[src/rtl/prewish_mentor.sv]
// prewish_mentor: upstream sequencer for the LED pattern blinker.
// Holds a small table of 8-bit LED masks and steps through it. Each mask
// is loaded into the blinker with a multi-cycle strobe. The controller then
// dwells for 2**DWELL_BITS cycles before loading the next mask, wrapping at
// the end of the table.
// Optional feature: define PREWISH_MENTOR_SYNC_EN to pass i_run through a
// 2-flop synchronizer. This adds 2 cycles of run latency.
module prewish_mentor #(
    parameter int ADDR_BITS  = 2,
    parameter int STB_CYCLES = 2,
    parameter int DWELL_BITS = 24
) (
    input  logic                 CLK_I,
    input  logic                 RST_I,
    input  logic                 i_wr_en,
    input  logic [ADDR_BITS-1:0] i_wr_addr,
    input  logic [7:0]           i_wr_data,
    input  logic                 i_run,
    output logic                 STB_O,
    output logic [7:0]           DAT_O,
    output logic                 o_busy,
    output logic [ADDR_BITS-1:0] o_index
);

    localparam int DEPTH = 2 ** ADDR_BITS;
    localparam int STB_W = (STB_CYCLES > 1) ? $clog2(STB_CYCLES) : 1;
    localparam logic [STB_W-1:0] STB_LAST = STB_W'(STB_CYCLES - 1);

    typedef enum logic [1:0] {
        IDLE,
        STROBE,
        DWELL
    } state_t;

    state_t                      state;
    state_t                      state_next;
    logic [DEPTH-1:0][7:0]       mask_table;
    logic [STB_W-1:0]            stb_cnt;
    logic [DWELL_BITS-1:0]       dwell_cnt;
    logic [ADDR_BITS-1:0]        next_index;
    logic                        run_int;
    logic                        load_mask;
    logic                        advance;
    logic                        strobe_done;
    logic                        dwell_clear;

`ifdef PREWISH_MENTOR_SYNC_EN
    logic run_meta;
    logic run_sync;

    // Two-flop synchronizer so i_run may come from another clock domain
    always_ff @(posedge CLK_I or negedge RST_I) begin
        if (!RST_I) begin
            run_meta <= 1'b0;
            run_sync <= 1'b0;
        end else begin
            run_meta <= i_run;
            run_sync <= run_meta;
        end
    end

    assign run_int = run_sync;
`else
    assign run_int = i_run;
`endif

    assign next_index = o_index + 1'b1;
    assign o_busy     = (state != IDLE);

    // Mask table: written in any state, reads on the same edge see the old entry
    always_ff @(posedge CLK_I or negedge RST_I) begin
        if (!RST_I) begin
            mask_table <= '0;
        end else if (i_wr_en) begin
            mask_table[i_wr_addr] <= i_wr_data;
        end
    end

    // State register
    always_ff @(posedge CLK_I or negedge RST_I) begin
        if (!RST_I) begin
            state <= IDLE;
        end else begin
            state <= state_next;
        end
    end

    // Next-state decode plus the datapath control strobes for this edge
    always_comb begin
        state_next  = state;
        load_mask   = 1'b0;
        advance     = 1'b0;
        strobe_done = 1'b0;
        dwell_clear = 1'b0;
        case (state)
            IDLE: begin
                if (run_int) begin
                    state_next = STROBE;
                    load_mask  = 1'b1;
                end
            end
            STROBE: begin
                if (stb_cnt == STB_LAST) begin
                    strobe_done = 1'b1;
                    state_next  = run_int ? DWELL : IDLE;
                end
            end
            DWELL: begin
                if (!run_int) begin
                    state_next  = IDLE;
                    dwell_clear = 1'b1;
                end else if (&dwell_cnt) begin
                    state_next = STROBE;
                    load_mask  = 1'b1;
                    advance    = 1'b1;
                end
            end
            default: begin
                state_next = IDLE;
            end
        endcase
    end

    // Blinker interface and index: the mask is latched only when a load starts
    always_ff @(posedge CLK_I or negedge RST_I) begin
        if (!RST_I) begin
            STB_O   <= 1'b0;
            DAT_O   <= '0;
            o_index <= '0;
        end else if (load_mask) begin
            STB_O <= 1'b1;
            if (advance) begin
                o_index <= next_index;
                DAT_O   <= mask_table[next_index];
            end else begin
                DAT_O   <= mask_table[o_index];
            end
        end else if (strobe_done) begin
            STB_O <= 1'b0;
        end
    end

    // Strobe and dwell counters; each restarts from zero when its phase begins
    always_ff @(posedge CLK_I or negedge RST_I) begin
        if (!RST_I) begin
            stb_cnt   <= '0;
            dwell_cnt <= '0;
        end else begin
            if (load_mask) begin
                stb_cnt <= '0;
            end else if (state == STROBE) begin
                stb_cnt <= stb_cnt + 1'b1;
            end
            if (strobe_done || dwell_clear) begin
                dwell_cnt <= '0;
            end else if (state == DWELL) begin
                dwell_cnt <= dwell_cnt + 1'b1;
            end
        end
    end

endmodule
[config.mk]
export PLATFORM = sky130hd
export DESIGN_NAME = prewish_mentor
export DESIGN_NICKNAME = d
export VERILOG_FILES = /design/src/rtl/prewish_mentor.sv
export SDC_FILE = /design/constraint.sdc
export NUM_CORES = 1
export LEC_CHECK = 0
export CAP_MARGIN = 20
export CORE_MARGIN = 1
export CORE_UTILIZATION = 46
export CTS_BUF_LIST = sky130_fd_sc_hd__clkbuf_16
export CTS_CLUSTER_SIZE = 28
export DETAILED_ROUTE_END_ITERATION = 12
export GPL_TIMING_DRIVEN = 1
export PLACE_DENSITY_LB_ADDON = 0.05
export SYNTH_ARGS = -nofsm -noshare
export SYNTH_HDL_FRONTEND = slang
export SYNTH_SLANG_ARGS = --single-unit
[constraint.sdc]
create_clock -name CLK_I -period 2.4 [get_ports CLK_I]
set_input_delay 0.48 -clock CLK_I [delete_from_list [all_inputs] [get_ports CLK_I]]
set_output_delay 0.48 -clock CLK_I [all_outputs]
set_load 0.02 [all_outputs]
==> results.sh <==
export IMPL_synth_edf_count=0
export IMPL_area_growth_syn_to_layout_pct=19.0
export IMPL_cts_root_buffer="clkbuf_16"
export IMPL_cap_violations=0
export IMPL_clockBufferDepth=2
export IMPL_max_slew_margin_rel_pct=64.0
export IMPL_ys_warn_count=0
export IMPL_die_w_um=89.8
export IMPL_clkSinkCount=70
export IMPL_cts_resized=0
export IMPL_cp_end_kind="flop"
export IMPL_max_clock_freq_mhz=446
export IMPL_gp_congestion=0.753
export IMPL_cts_max_level=3
export IMPL_netlist_instances=275
export IMPL_dr_pass1_iters=4
export IMPL_status="complete, no violations"
export IMPL_netlist_cell_type_count=43
export IMPL_dominantRegCellSynth="dfrtp_1"
export IMPL_finalHoldViolCount=0
export IMPL_power_uw=3790
export IMPL_cp_start_kind="flop"
export IMPL_synth_seq_cells=70
export IMPL_clk_pin_slew_worst_paths_ns=0.06
export IMPL_wl_per_cell_um=16.6
export IMPL_cp_required_ns=2.60
export IMPL_fin_skew_ns=0.00662
export IMPL_drtIter0Drc=83
export IMPL_post_dp_hpwl_mm=4.42
export IMPL_ir_drop_mv=0.434
export IMPL_syn_area_um2=3540
export IMPL_tightest_slew_ns=0.539
export IMPL_p_leak_uw=0.00169
export IMPL_antenna_found_initial=0
export IMPL_arrival_ns=2.44
export IMPL_post_cts_setup_buffers=0
export IMPL_numCtsBuffers=9
export IMPL_std_cell_rows=31
export IMPL_async_reset_ff_share_pct=100
export IMPL_clkLatencyLatePin_ns=0.32
export IMPL_initial_core_util_pct=48.3
export IMPL_r2r_slack_ns=0.16
export IMPL_grt_util_all_layers_pct=18.7
export IMPL_hold_class="input port to async pin"
export IMPL_cts_tree="built"
export IMPL_wirelength_mm=6.84
export IMPL_fin_cells=413
export IMPL_avgSynthCellArea_um2=12.9
export IMPL_final_cell_mix="dfrtp_1 (70), mux2_2 (32), nor2_1 (24), clkdlybuf4s50_1 (24), mux4_2 (16)"
export IMPL_ant_nets=0
export IMPL_yosysSeqAreaShare_pct=49.5
export IMPL_rsz0062_at_grt="no"
export IMPL_synth_area_leaders="dfrtp_1 (49%), mux2_2 (10%), mux4_2 (10%)"
export IMPL_nNetsFinal=324
export IMPL_pin_count=26
export IMPL_hold_buffers=0
export IMPL_reg2reg_to="DAT_O[2]"
export IMPL_post_route_period_util_pct=93.3
export IMPL_grt_pass1_wl_mm=11.7
export IMPL_worstSetupPathType="flop to flop"
export IMPL_die_area_um2=8060
export IMPL_worstRegToRegCells=5
export IMPL_final_util_pct=57.5
export IMPL_die_height_um=89.8
export IMPL_vias=2242
export IMPL_drive_gt1_share_pct=26.8
export IMPL_vias_per_cell=5.43
export IMPL_synth_top_area_cell="dfrtp_1"
export IMPL_dpl_cell_count=397
export IMPL_grt_pass1_vias=2318
export IMPL_finalSetupViolCount=0
export IMPL_tns_ns=0
export IMPL_fin_crit_ns=2.24
export IMPL_grt_max_degree=71
export IMPL_reg2reg_from="dwell_cnt[1]"
export IMPL_route_detailed_drc=0
export IMPL_drv_slew=0
export IMPL_n_antenna_cell=0
export IMPL_cp_max_fo=10
export IMPL_core_area_um2=7330
export IMPL_powerDensity_nw_per_um2=898
export IMPL_portBuffers=25
export IMPL_synth_top_cell_area_share_pct=49.5
export IMPL_final_common_cell="dfrtp_1"
export IMPL_synth_nets=290
export IMPL_gr_total_overflow=0
final cells by class:
cell class	instances	area (um2)
multi-input cells	191	1710
fillers	597	3120
inverters	3	11.3
clock buffers	9	225
flip-flops and latches	70	1750
clock inverters	7	65.1
repair buffers	34	325
well taps	99	124
cells by family after synthesis:
| family | share of synthesized area (%) |
|---|---|
| flip-flops | 49.5 |
| adder cells (fa/ha/maj) | 0.353 |
| buffers and inverters | 2.23 |
| AO/OA/AOI/OAI | 6.46 |
| XOR/XNOR | 5.65 |
| multiplexers | 20.3 |
| AND/OR/NAND/NOR | 15.5 |
power breakdown:
part	switching [uW]	internal [uW]
clock network	485	794
logic	432	497
registers	179	1400
total	1100	2690
critical path, cell delays in order, from the launching register on:
cell and delay (ns):
dfrtp_1 0.42, ha_1 0.24, nand4_2 0.18, nor3_2 0.25
or4b_1 0.72, o221a_1 0.33
routing by layer:
metal  global-route usage [%]  share of wire (%)  routed length (um)  vias up
met5                        0                  0                   0        -
met4                     6.15                1.2                  80        0
met3                     4.99                2.7                 187        7
met2                     30.8                 51                3460       26
met1                     24.0                 46                3120     1125
li1                         -                  -                   -     1084
flip-flops by register name, indices dropped and copies added (netlist names):
signal	flops
mask_table	32
dwell_cnt	24
DAT_O	8
o_index	2
state	2
STB_O	1
stb_cnt	1
worst max path at each step:
stage	from	endpoint	slack, ns	cells after the start
after floorplan	o_index[1]	DAT_O[7]	0.48	5
after global placement	i_run	DAT_O[6]	0.16	4
after detailed placement	i_run	DAT_O[4]	0.13	4
after CTS	dwell_cnt[1]	DAT_O[4]	0.15	5
after global routing	dwell_cnt[1]	DAT_O[2]	0.04	5
final	dwell_cnt[1]	DAT_O[2]	0.16	5
Yosys cell counts (2+ instances only):
cell type	n
dfrtp_1	70
mux2_2	32
nor2_1	24
mux4_2	16
nand2_1	11
or3_1	11
xor2_1	11
nand3_1	10
xnor2_1	10
o221a_1	8
nand4_1	7
a21oi_1	6
clkbuf_1	5
and3_1	4
nand2b_1	4
o21ai_0	4
and4_1	3
buf_2	3
buf_6	3
inv_1	3
nor3_2	3
nand3b_1	2
nand4_2	2
nor2b_1	2
nor3_1	2
o21a_1	2
metrics by stage:
step | instance area, um2 | hold WS (ns) | setup slack, ns
5_1_grt | 4210 | 0.218 | 0.0381
4_1_cts | 4210 | 0.194 | 0.153
6_report | 4210 | 0.180 | 0.160
3_5_place_dp | 3920 | 0.508 | 0.134
3_3_place_gp | 3920 | 0.508 | 0.160
2_1_floorplan | 3540 | 0.184 | 0.477
(Power assumes the default switching activity.)
